### src/rtl/axis_mm_tile_bridge.sv
// AXI-Stream to matrix-multiply core BRAM bridge: loads one weight tile and one input tile,
// pulses core_start, waits for core_ready, then streams results through a 2-entry output FIFO.
// Optional feature: define AXIS_MM_TLAST_CHECK_EN for a sticky slave-tlast framing error on err.
module axis_mm_tile_bridge #(
  parameter int WIDTH      = 16,
  parameter int CHUNK_SIZE = 4,
  parameter int NUM_CORES  = 2,
  parameter int W_WORDS    = 5,
  parameter int I_WORDS    = 2,
  parameter int O_WORDS    = 2,
  parameter int ADDR_W     = 4,
  localparam int WW = WIDTH * CHUNK_SIZE,
  localparam int IW = WW * NUM_CORES
) (
  input  logic              aclk,
  input  logic              areset,
  input  logic [WW-1:0]     s_axis_w_tdata,
  input  logic              s_axis_w_tvalid,
  output logic              s_axis_w_tready,
  input  logic              s_axis_w_tlast,
  input  logic [IW-1:0]     s_axis_i_tdata,
  input  logic              s_axis_i_tvalid,
  output logic              s_axis_i_tready,
  input  logic              s_axis_i_tlast,
  output logic [IW-1:0]     m_axis_tdata,
  output logic              m_axis_tvalid,
  input  logic              m_axis_tready,
  output logic              m_axis_tlast,
  output logic              wb_en,
  output logic [ADDR_W-1:0] wb_addr,
  output logic [WW-1:0]     wb_din,
  output logic              k_en,
  output logic [ADDR_W-1:0] k_addr,
  output logic [IW-1:0]     k_din,
  output logic              core_start,
  input  logic              core_ready,
  output logic              a_en,
  output logic [ADDR_W-1:0] a_addr,
  input  logic [IW-1:0]     a_dout,
  output logic              busy,
  output logic              err
);

  localparam logic [ADDR_W-1:0] W_LAST = ADDR_W'(W_WORDS - 1);
  localparam logic [ADDR_W-1:0] I_LAST = ADDR_W'(I_WORDS - 1);
  localparam logic [ADDR_W-1:0] O_LAST = ADDR_W'(O_WORDS - 1);

  typedef enum logic [2:0] {
    ST_IDLE, ST_LOAD_W, ST_LOAD_I, ST_START, ST_WAIT, ST_READ, ST_DRAIN
  } state_t;

  state_t            state_reg, state_next;
  logic [ADDR_W-1:0] cnt_reg;

  logic w_hs, i_hs, rd_issue;
  logic rd_valid_reg, rd_last_reg;

  // Output FIFO storage; the entry arriving from the BRAM can bypass an empty FIFO.
  logic [IW-1:0] fifo_data [2];
  logic          fifo_last [2];
  logic          wr_ptr_reg, rd_ptr_reg;
  logic [1:0]    fifo_cnt_reg, fifo_cnt_next;
  logic          fifo_empty, out_valid, out_last, push, pop_fifo;
  logic [IW-1:0] out_data;

  assign w_hs = (state_reg == ST_LOAD_W) && s_axis_w_tvalid;
  assign i_hs = (state_reg == ST_LOAD_I) && s_axis_i_tvalid;

  // Reads are throttled so stored beats plus beats in flight never exceed the FIFO depth.
  assign rd_issue = (state_reg == ST_READ) &&
                    (({1'b0, fifo_cnt_reg} + {2'b00, rd_valid_reg}) < 3'd2);

  assign fifo_empty    = (fifo_cnt_reg == 2'd0);
  assign out_valid     = !fifo_empty || rd_valid_reg;
  assign out_data      = fifo_empty ? a_dout : fifo_data[rd_ptr_reg];
  assign out_last      = fifo_empty ? rd_last_reg : fifo_last[rd_ptr_reg];
  assign push          = rd_valid_reg && !(fifo_empty && m_axis_tready);
  assign pop_fifo      = !fifo_empty && m_axis_tready;
  assign fifo_cnt_next = fifo_cnt_reg + {1'b0, push} - {1'b0, pop_fifo};

  // State register
  always_ff @(posedge aclk or posedge areset) begin
    if (areset) state_reg <= ST_IDLE;
    else        state_reg <= state_next;
  end

  // Next-state logic
  always_comb begin
    state_next = state_reg;
    case (state_reg)
      ST_IDLE:   state_next = ST_LOAD_W;
      ST_LOAD_W: if (w_hs && cnt_reg == W_LAST) state_next = ST_LOAD_I;
      ST_LOAD_I: if (i_hs && cnt_reg == I_LAST) state_next = ST_START;
      ST_START:  state_next = ST_WAIT;
      ST_WAIT:   if (core_ready) state_next = ST_READ;
      ST_READ:   if (rd_issue && cnt_reg == O_LAST) state_next = ST_DRAIN;
      ST_DRAIN:  if (fifo_cnt_next == 2'd0) state_next = ST_IDLE;
      default:   state_next = ST_IDLE;
    endcase
  end

  // Output logic; address/data buses are zero outside their strobes
  always_comb begin
    busy            = (state_reg != ST_IDLE);
    s_axis_w_tready = (state_reg == ST_LOAD_W);
    s_axis_i_tready = (state_reg == ST_LOAD_I);
    wb_en           = w_hs;
    wb_addr         = w_hs ? cnt_reg : '0;
    wb_din          = w_hs ? s_axis_w_tdata : '0;
    k_en            = i_hs;
    k_addr          = i_hs ? cnt_reg : '0;
    k_din           = i_hs ? s_axis_i_tdata : '0;
    core_start      = (state_reg == ST_START);
    a_en            = rd_issue;
    a_addr          = rd_issue ? cnt_reg : '0;
    m_axis_tvalid   = out_valid;
    m_axis_tdata    = out_valid ? out_data : '0;
    m_axis_tlast    = out_valid && out_last;
  end

  // Shared beat/read counter, cleared whenever the state changes
  always_ff @(posedge aclk or posedge areset) begin
    if (areset) begin
      cnt_reg <= '0;
    end else if (state_next != state_reg) begin
      cnt_reg <= '0;
    end else if (w_hs || i_hs || rd_issue) begin
      cnt_reg <= cnt_reg + 1'b1;
    end
  end

  always_ff @(posedge aclk or posedge areset) begin
    if (areset) begin
      rd_valid_reg <= 1'b0;
      rd_last_reg  <= 1'b0;
    end else begin
      rd_valid_reg <= rd_issue;
      rd_last_reg  <= rd_issue && (cnt_reg == O_LAST);
    end
  end

  always_ff @(posedge aclk or posedge areset) begin
    if (areset) begin
      wr_ptr_reg   <= 1'b0;
      rd_ptr_reg   <= 1'b0;
      fifo_cnt_reg <= 2'd0;
    end else begin
      if (push)     wr_ptr_reg <= ~wr_ptr_reg;
      if (pop_fifo) rd_ptr_reg <= ~rd_ptr_reg;
      fifo_cnt_reg <= fifo_cnt_next;
    end
  end

  always_ff @(posedge aclk) begin
    if (push) begin
      fifo_data[wr_ptr_reg] <= a_dout;
      fifo_last[wr_ptr_reg] <= rd_last_reg;
    end
  end

`ifdef AXIS_MM_TLAST_CHECK_EN
  logic err_reg;

  always_ff @(posedge aclk or posedge areset) begin
    if (areset) begin
      err_reg <= 1'b0;
    end else if ((w_hs && (s_axis_w_tlast != (cnt_reg == W_LAST))) ||
                 (i_hs && (s_axis_i_tlast != (cnt_reg == I_LAST)))) begin
      err_reg <= 1'b1;
    end
  end

  assign err = err_reg;
`else
  logic unused_tlast;
  assign unused_tlast = s_axis_w_tlast ^ s_axis_i_tlast;
  assign err          = 1'b0;
`endif

endmodule
### config.mk
export PLATFORM = sky130hd
export DESIGN_NAME = axis_mm_tile_bridge
export DESIGN_NICKNAME = d
export VERILOG_FILES = /design/src/rtl/axis_mm_tile_bridge.sv
export SDC_FILE = /design/constraint.sdc
export NUM_CORES = 1
export LEC_CHECK = 0
export ABC_AREA = 1
export BUFFER_PORTS_ARGS = -buffer_cell sky130_fd_sc_hd__buf_2
export CAP_MARGIN = 20
export CELL_PAD_IN_SITES_DETAIL_PLACEMENT = 2
export CELL_PAD_IN_SITES_GLOBAL_PLACEMENT = 2
export CORE_AREA = 2 2 263 265
export CTS_CLUSTER_SIZE = 24
export DETAILED_ROUTE_END_ITERATION = 16
export DIE_AREA = 0 0 265 267
export GPL_ROUTABILITY_DRIVEN = 1
export PLACE_DENSITY = 0.64
export SLEW_MARGIN = 20
export SYNTH_ARGS = -nofsm -noshare
export SYNTH_HDL_FRONTEND = slang
export SYNTH_SLANG_ARGS = --single-unit
### constraint.sdc
create_clock -name aclk -period 7.5 [get_ports aclk]
set_input_delay 1.875 -clock aclk [delete_from_list [all_inputs] [get_ports aclk]]
set_output_delay 1.875 -clock aclk [all_outputs]
set_load 0.03 [all_outputs]
==> impl_metrics.py, run 1 <==
metrics = {
    "finish": {
        "drive_gt1_share_pct": 43.55,
        "area_growth_pct": 35.78,
        "final_common_cell": "buf_2",
        "fin_util_pct": 28.19,
        "largest_register_ffs": 256,
        "stdcell_area_um2": 19170,
        "layout_common_cells": "666 x buf_2, 280 x nand2_1, 258 x edfxtp_1, 244 x inv_1, 216 x nor2_1",
        "nets": 2458,
    },
    "clock_tree": {
        "ctsHoldBuffers": 0,
        "clockBufferDepth": 3,
        "htreeDepth": 1,
        "cts_buffers": 31,
        "clock_latency_ns": 0.56,
        "cts_resized": 0,
        "numClockSinks": 271,
        "root_buffer": "clkbuf_16",
        "cts_tree": "yes",
        "clk_pin_slew_worst_paths_ns": 0.06,
        "post_cts.repair.setup_buffers": 0,
    },
    "sta": {
        "fin_crit_ns": 5.461,
        "rsz0062_at_grt": "no",
        "fin_skew_ns": 0.01120,
        "clock.fmax_mhz": 183.1,
        "post-route-period-util_pct": 72.82,
        "report.final.hold_viol_count": 0,
        "finalSetupViolCount": 0,
        "worst_pin_slew_ns": 0.9878,
        "drv_slew": 0,
        "slew_headroom_pct": 33.91,
    },
    "global_routing": {
        "grt_usage_pct": 16.72,
        "first_global_vias": 13860,
        "overflow": 0,
        "grt_max_degree": 125,
        "antenna_found_initial": 15,
        "grt_pass1_wl_um": 89550,
    },
    "critical_path": {
        "endpoint_kind": "output port",
        "cp_max_fo": 67,
        "crit_required_ns": 5.62,
        "critPathArrivalTime_ns": 3.59,
        "start_kind": "flop",
        "crit_type": "flop to output port",
    },
    "placed_design": {
        "portBuffers": 666,
        "dp_hpwl_um": 46390,
        "place_area_um2": 18240,
        "gp_congestion": 0.8668,
    },
    "pwr": {
        "power_w": 0.007948,
        "ir_drop_mv": 0.2025,
        "power.leakage_nw": 9.915,
        "pwr_density_cell_nw_per_um2": 414.7,
    },
    "floorplan": {
        "die-area_um2": 70760,
        "start_util_pct": 20.76,
        "io_pins": 670,
        "core_area_um2": 67990,
        "rows": 96,
        "dieHeight_um": 267,
        "die_w_um": 265,
    },
    "routing": {
        "drc_errors": 0,
        "wl_per_cell_um": 20.28,
        "drt_pass1_iterations": 4,
        "vias": 12750,
        "drtIter0Drc": 564,
        "ant_nets": 0,
        "routed_via_density": 4.202,
        "wirelength_um": 61540,
    },
    "logic_synthesis": {
        "synth_top_area_share_pct": 54.88,
        "synthSimpleGateAreaFrac_pct": 18.78,
        "synthAdderAreaFrac_pct": 0.4432,
        "synth_top_area_cell": "edfxtp_1",
        "post_synth_num_cell_types": 28,
        "synthesis.nets": 1837,
        "synthXorXnorAreaFrac_pct": 0.2482,
        "synth_warnings": 0,
        "synth-compound-area-share_pct": 10.63,
        "synthMuxAreaShare_pct": 0,
        "synth_top_family_by_area": "simple AND/OR/NAND/NOR gates",
        "ys_seq_elements": 271,
        "synth.avg_cell_area_um2": 9.386,
        "synthCells": 1504,
        "synth_area_leaders": "edfxtp_1 55%, o211ai_2 8.9%, nand2_1 7.4%",
        "syn_area_um2": 14120,
        "seq_area_frac_synth_pct": 57.19,
    },
    "flow_run": {
        "cap_violations": 0,
    },
    "status": {
        "status": "completed",
    },
    "min_path": {
        "holdCritPathClass": "flop to flop",
    },
}
-- through the flow --
stage          setup WS (ns)  std cells  setup TNS (ns)  hold WS, ns
3_3_place_gp           2.157       2974               0       0.4591
3_5_place_dp           2.074       2974               0       0.4814
2_1_floorplan        -0.6221       1504         -160.51       0.4426
6_report               2.039       3035               0       0.4874
5_1_grt                1.730       3031               0       0.5077
4_1_cts                1.899       3029               0       0.4907
-- area by class of cell --
cell class	count	area, um^2
fill	7812	48820
sequential	271	8077
multi-input combinational	790	4278
timing repair buffer	682	3466
inverter	349	1320
tap	882	1104
clock buffer	38	802.0
clock inverter	17	106.4
antenna	6	15.01
-- cells by family (layout without fill, tap and decap cells) --
group | after synthesis | in the layout
compound gates | 134 | 134
other cells | 1 | 7
xor+xnor | 4 | 4
simple gates | 646 | 646
buf+inv | 443 | 1086
flops | 271 | 271
fa+ha+maj | 5 | 5
-- synth_stat cells --
master,number
buf_2,33
nand3_2,1
clkbuf_1,42
nor3_1,1
nand2_1,280
o2111ai_1,1
nor2_1,218
inv_2,104
nand3_4,1
ha_1,5
nand2_2,2
buf_6,11
o211ai_2,100
o21bai_1,1
conb_1,1
edfxtp_1,258
buf_4,1
xor2_1,4
o211ai_1,29
o21ai_0,3
buf_1,7
nor3_4,1
or2_1,1
nand4_1,2
nor2_4,1
nand3_1,138
dfrtp_1,13
inv_1,245
-- layer usage --
| metal | up-vias | global-route usage (%) | wire length [um] |
|---|---|---|---|
| met3 | 59 | 4.299 | 3901 |
| met1 | 6243 | 20.14 | 25310 |
| li1 | 6042 | - | - |
| met5 | - | 0 | 61 |
| met2 | 400 | 30.30 | 31300 |
| met4 | 10 | 2.687 | 978 |
-- critical path: stages, from the launching register on --
cell	delay [ns]
dfrtp_4	0.82
inv_4	0.77
buf_4	0.62
nand2_1	0.15
nand3_1	0.16
o211ai_2	0.12
inv_2	0.06
buf_2	0.19
-- power breakdown --
part	internal, W	switching, W
logic	0.00124	0.00338
registers	0.00182	0.000124
clock network	0.000784	0.000599
-- path summary, 6_finish.rpt --
| check | cells past startpoint | from | to | slack [ns] |
|---|---|---|---|---|
| min in group asynchronous | 2 | areset | cnt_reg[0] | 1.36 |
| max in group asynchronous | 2 | areset | rd_ptr_reg | 5.70 |
| min | 0 | rd_last_reg | fifo_last[1] | 0.49 |
| max reg2reg | 6 | fifo_cnt_reg[1] | fifo_data[0][45] | 4.01 |
| max | 7 | rd_ptr_reg | m_axis_tdata[26] | 2.04 |
| min reg2reg | 0 | rd_last_reg | fifo_last[1] | 0.49 |
No activity file was read; power rests on OpenSTA's default activity.
==> run 2: changes to the inputs <==
--- a/config.mk
+++ b/config.mk
@@ -5,17 +5,17 @@
 export SDC_FILE = /design/constraint.sdc
 export NUM_CORES = 1
 export LEC_CHECK = 0
-export ABC_AREA = 1
+export ABC_AREA = 0
 export BUFFER_PORTS_ARGS = -buffer_cell sky130_fd_sc_hd__buf_2
 export CAP_MARGIN = 20
 export CELL_PAD_IN_SITES_DETAIL_PLACEMENT = 2
 export CELL_PAD_IN_SITES_GLOBAL_PLACEMENT = 2
-export CORE_AREA = 2 2 263 265
+export CORE_AREA = 2 2 258 260
 export CTS_CLUSTER_SIZE = 24
 export DETAILED_ROUTE_END_ITERATION = 16
-export DIE_AREA = 0 0 265 267
+export DIE_AREA = 0 0 260 262
 export GPL_ROUTABILITY_DRIVEN = 1
-export PLACE_DENSITY = 0.64
+export PLACE_DENSITY = 0.59
 export SLEW_MARGIN = 20
 export SYNTH_ARGS = -nofsm -noshare
 export SYNTH_HDL_FRONTEND = slang
==> constraint.sdc (replaced) <==
create_clock -name aclk -period 5.52 [get_ports aclk]
set_input_delay 1.38 -clock aclk [delete_from_list [all_inputs] [get_ports aclk]]
set_output_delay 1.38 -clock aclk [all_outputs]
set_load 0.03 [all_outputs]
==> impl_metrics.py, run 2 <==
metrics = {
    "finish": {
        "nets": 1980,
        "fin_cells": 2547,
        "layout_common_cells": "666 x buf_2, 258 x edfxtp_1, 135 x and3_1, 130 x mux2i_1, 130 x o21ai_0",
        "largest_register_ffs": 256,
        "num-fill-cells": 7191,
        "final_common_cell": "buf_2",
        "area_growth_pct": 42.59,
        "drive_gt1_share_pct": 44.83,
    },
    "clock_tree": {
        "clock_latency_ns": 0.54,
        "cts_resized": 0,
        "htreeDepth": 2,
        "ctsHoldBuffers": 0,
        "numClockSinks": 271,
        "cts_buffers": 35,
        "root_buffer": "clkbuf_16",
        "cts_tree": "yes",
        "clockBufferDepth": 3,
        "post_cts.repair.setup_buffers": 0,
        "clk_pin_slew_worst_paths_ns": 0.06,
    },
    "sta": {
        "post-route-period-util_pct": 75.90,
        "rsz0062_at_grt": "no",
        "tns_ns": 0,
        "holdWs_ns": 0.4701,
        "fin_crit_ns": 4.190,
        "clock.fmax_mhz": 238.7,
        "drv_slew": 0,
        "fin_skew_ns": 0.02036,
        "finalSetupViolCount": 0,
        "worst_pin_slew_ns": 0.9034,
        "slew_headroom_pct": 39.77,
        "report.final.hold_viol_count": 0,
    },
    "global_routing": {
        "grt_usage_pct": 15.94,
        "grt_max_degree": 165,
        "first_global_vias": 11810,
        "grt_pass1_wl_um": 80420,
        "overflow": 0,
        "antenna_found_initial": 23,
    },
    "critical_path": {
        "crit_type": "flop to output port",
        "reg2reg_slack_ns": 2.69,
        "endpoint_kind": "output port",
        "critPathArrivalTime_ns": 2.81,
        "crit_required_ns": 4.14,
        "r2r_start": "rd_valid_reg",
        "reg2reg_depth": 9,
        "reg2reg_to": "state_reg[1]",
        "start_kind": "flop",
        "cp_max_fo": 32,
    },
    "pwr": {
        "ir_drop_mv": 0.2909,
        "power.leakage_nw": 8.390,
        "power_w": 0.009859,
        "pwr_density_cell_nw_per_um2": 541.0,
    },
    "placed_design": {
        "gp_congestion": 0.9544,
        "dp.cells": 2473,
        "portBuffers": 666,
        "dp_hpwl_um": 42910,
    },
    "floorplan": {
        "dieHeight_um": 262,
        "die-area_um2": 68120,
        "rows": 94,
        "core_area_um2": 65280,
        "start_util_pct": 19.58,
        "die_w_um": 260,
        "io_pins": 670,
    },
    "routing": {
        "ant_nets": 0,
        "wl_per_cell_um": 22.43,
        "routed_via_density": 4.323,
        "vias": 11010,
        "drc_errors": 0,
        "drt_pass1_iterations": 4,
        "wirelength_um": 57140,
        "drtIter0Drc": 509,
    },
    "logic_synthesis": {
        "synthCells": 1020,
        "synth_top_area_cell": "edfxtp_1",
        "seq_area_frac_synth_pct": 63.16,
        "synth_edf_count": 258,
        "synth_warnings": 0,
        "post_synth_num_cell_types": 36,
        "yosysMostFrequentCell": "edfxtp_1",
        "ys_seq_elements": 271,
        "synth_area_leaders": "edfxtp_1 61%, mux2i_1 10%, and3_1 6.7%",
        "synth_common_cells": "258 x edfxtp_1, 136 x and3_1, 130 x mux2i_1, 130 x o21ai_0, 129 x nand3_1",
        "async_reset_ff_share_pct": 4.797,
        "synth.avg_cell_area_um2": 12.53,
        "synthesis.nets": 1353,
        "yosys_most_used_dff": "edfxtp_1",
        "syn_area_um2": 12780,
        "synth_top_area_share_pct": 60.62,
    },
    "status": {
        "status": "completed",
    },
    "min_path": {
        "hold_end": "fifo_last[1]",
        "worstHoldPathCells": 0,
        "min_from": "rd_last_reg",
        "holdCritPathClass": "flop to flop",
    },
    "flow_run": {
        "cap_violations": 0,
    },
}
run 2: critical path, stage by stage (launching register included):
cell,delay [ns]
dfrtp_1,0.54
nor3b_4,0.66
buf_6,0.29
buf_4,0.30
and3_1,0.25
buf_2,0.22
run 2: kinds of logic after synthesis:
kind of cell | after synthesis | synth area share, %
simple gates | 365 | 16.56
flops | 271 | 63.16
compound gates | 138 | 5.639
mux | 130 | 10.18
buf+inv | 103 | 3.456
xor+xnor | 7 | 0.4797
fa+ha+maj | 5 | 0.4895
other cells | 1 | 0.02934
run 2: worst max-delay path by stage:
stage,start,end,slack (ns),cells after the start
floorplan,m_axis_tready,fifo_data[0][0],0.17,3
global placement,s_axis_w_tvalid,wb_din[26],1.15,5
detailed placement,s_axis_w_tvalid,wb_din[29],1.04,5
CTS,s_axis_w_tvalid,wb_din[29],1.04,5
global route,state_reg[1],k_din[84],1.12,5
finish,state_reg[1],k_din[84],1.33,5
run 2: power breakdown:
part / internal (W) / switching, W / leakage (nW)
Clock: 0.00131 / 0.000923 / 0.542
Combinational: 0.00129 / 0.00336 / 5.35
Sequential: 0.00272 / 0.000259 / 2.50
Total: 0.00532 / 0.00454 / 8.39
run 2: through the flow:
step                cell area [um^2]  utilization (%)  setup WS, ns
finish                         18230            27.92         1.330
global route                   18210            27.90         1.117
CTS                            18180            27.85         1.037
detailed placement             17060            26.13         1.039
global placement               17040            26.11         1.149
floorplan                      12780                -        0.1657
run 2: layout make-up:
type	count	area (um^2)	share of cell area, %
Tap cell	864	1081	5.932
Antenna cell	10	25.02	0.1373
Timing Repair Buffer	688	3602	19.77
Sequential cell	271	8080	44.34
Inverter	5	18.77	0.1030
Clock inverter	18	181.4	0.9955
Clock buffer	45	943.4	5.176
Multi-Input combinational cell	646	4293	23.55
run 2: layer usage:
metal	wire, um	GRT usage (%)	vias up
li1	-	-	5085
met1	23400	19.36	5428
met2	27810	26.78	392
met3	4329	5.247	89
met4	1488	4.869	16
met5	111	0	-
==> run 3: changes to the inputs <==
==> constraint.sdc (replaced) <==
create_clock -name aclk -period 4.3 [get_ports aclk]
set_input_delay 1.075 -clock aclk [delete_from_list [all_inputs] [get_ports aclk]]
set_output_delay 1.075 -clock aclk [all_outputs]
set_load 0.03 [all_outputs]
==> impl_metrics.py, run 3 (synthesis results as in run 2) <==
metrics = {
    "finish": {
        "layout_common_cells": "666 x buf_2, 258 x edfxtp_1, 135 x and3_1, 130 x mux2i_1, 130 x o21ai_0",
        "final_common_cell": "buf_2",
        "largest_register_ffs": 256,
        "drive_gt1_share_pct": 44.92,
        "nets": 1983,
        "stdcell_area_um2": 18200,
        "area_growth_pct": 42.43,
    },
    "sta": {
        "fin_crit_ns": 3.652,
        "finalSetupViolCount": 0,
        "slew_headroom_pct": 46.04,
        "rsz0062_at_grt": "no",
        "report.final.hold_viol_count": 0,
        "tns_ns": 0,
        "clock.fmax_mhz": 273.8,
        "worst_pin_slew_ns": 0.8094,
        "fin_skew_ns": 0.02859,
        "post-route-period-util_pct": 84.94,
        "drv_slew": 0,
    },
    "floorplan": {
        "dieHeight_um": 262,
        "die_w_um": 260,
        "die-area_um2": 68120,
        "core_area_um2": 65280,
        "io_pins": 670,
        "rows": 94,
        "start_util_pct": 19.58,
    },
    "clock_tree": {
        "ctsHoldBuffers": 0,
        "numClockSinks": 271,
        "clk_pin_slew_worst_paths_ns": 0.06,
        "post_cts.repair.setup_buffers": 0,
        "cts_buffers": 35,
        "htreeDepth": 2,
        "clockBufferDepth": 3,
        "cts_resized": 0,
        "cts_tree": "yes",
        "clock_latency_ns": 0.55,
        "root_buffer": "clkbuf_16",
    },
    "placed_design": {
        "place_area_um2": 17110,
        "portBuffers": 666,
        "gp_congestion": 0.8559,
        "dp_hpwl_um": 41290,
    },
    "critical_path": {
        "cp_max_fo": 60,
        "max_stage_delay_ns": 0.89,
        "start_kind": "flop",
        "critPathArrivalTime_ns": 2.58,
        "crit_path_cell_trace": "buf_4, nand3_1, o21ai_0, buf_2",
        "critPathSlowestCell": "dfrtp_4",
        "crit_required_ns": 3.22,
        "critPathTopFamily": "flip-flops",
        "endpoint_kind": "output port",
        "crit_type": "flop to output port",
        "path_buf_inv": 2,
    },
    "routing": {
        "drc_errors": 0,
        "routed_via_density": 4.362,
        "wl_per_cell_um": 21.69,
        "drt_pass1_iterations": 4,
        "wirelength_um": 55160,
        "ant_nets": 0,
        "vias": 11090,
        "drtIter0Drc": 591,
    },
    "global_routing": {
        "first_global_vias": 12090,
        "grt_max_degree": 134,
        "overflow": 0,
        "antenna_found_initial": 15,
        "grt_pass1_wl_um": 79270,
        "grt_usage_pct": 15.38,
    },
    "flow_run": {
        "cap_violations": 0,
    },
    "pwr": {
        "power.leakage_nw": 8.402,
        "ir_drop_mv": 0.2478,
        "pwr_density_cell_nw_per_um2": 693.0,
    },
    "status": {
        "status": "completed",
    },
    "min_path": {
        "holdCritPathClass": "flop to flop",
    },
}
run 3: stage by stage:
stage / hold WS (ns) / util [%] / worst slack [ns] / instances / power (W)
finish: 0.4862 / 27.89 / 0.6478 / 2543 / 0.01261
global route: 0.4967 / 27.88 / 0.4034 / 2542 / 0.01334
CTS: 0.5005 / 27.87 / 0.4946 / 2538 / 0.01289
detailed placement: 0.4871 / 26.21 / 0.8676 / 2477 / 0.01001
global placement: 0.4692 / 26.21 / 0.9367 / 2477 / 0.009903
floorplan: 0.4429 / - / 0.6912 / 1020 / 0.007764
run 3: final timing paths:
| check | from | to | slack [ns] | cells past startpoint |
|---|---|---|---|---|
| min in group asynchronous | areset | cnt_reg[2] | 0.57 | 2 |
| max reg2reg | rd_valid_reg | state_reg[1] | 1.41 | 9 |
| max | rd_valid_reg | m_axis_tdata[27] | 0.65 | 4 |
| max in group asynchronous | areset | rd_valid_reg | 3.32 | 2 |
| min reg2reg | rd_last_reg | fifo_last[1] | 0.49 | 0 |
| min | rd_last_reg | fifo_last[1] | 0.49 | 0 |
run 3: layout make-up:
cell class              count  area (um^2)
well taps                 864         1081
repair buffers            691         3633
diodes                      5        12.51
multi-input cells         646         4293
fillers                  7289        47070
flip-flops and latches    271         8080
clock inverters            19        182.7
clock buffers              42        902.1
inverters                   5        18.77
run 3: metal layers:
metal | track usage [%] | share of wire, %
met1 | 18.87 | 41
met2 | 26.93 | 50
met3 | 3.935 | 6.6
met4 | 3.656 | 1.8
met5 | 0 | 0.078
run 3: worst reg2reg max path, stage by stage, from the launching register on:
cell and delay [ns]:
dfrtp_4 0.89, nand2_1 0.32, ha_1 0.38, inv_1 0.04
ha_1 0.18, xnor2_1 0.13, xnor2_1 0.15, nor2_1 0.21
nor2_1 0.07, a2111o_1 0.41
run 3: where the power goes:
group / switching (W) / internal, W / total (W)
clock: 0.00117 / 0.00163 / 0.00280
sequential: 0.000372 / 0.00349 / 0.00386
combinational: 0.00426 / 0.00170 / 0.00596
total: 0.00580 / 0.00681 / 0.0126
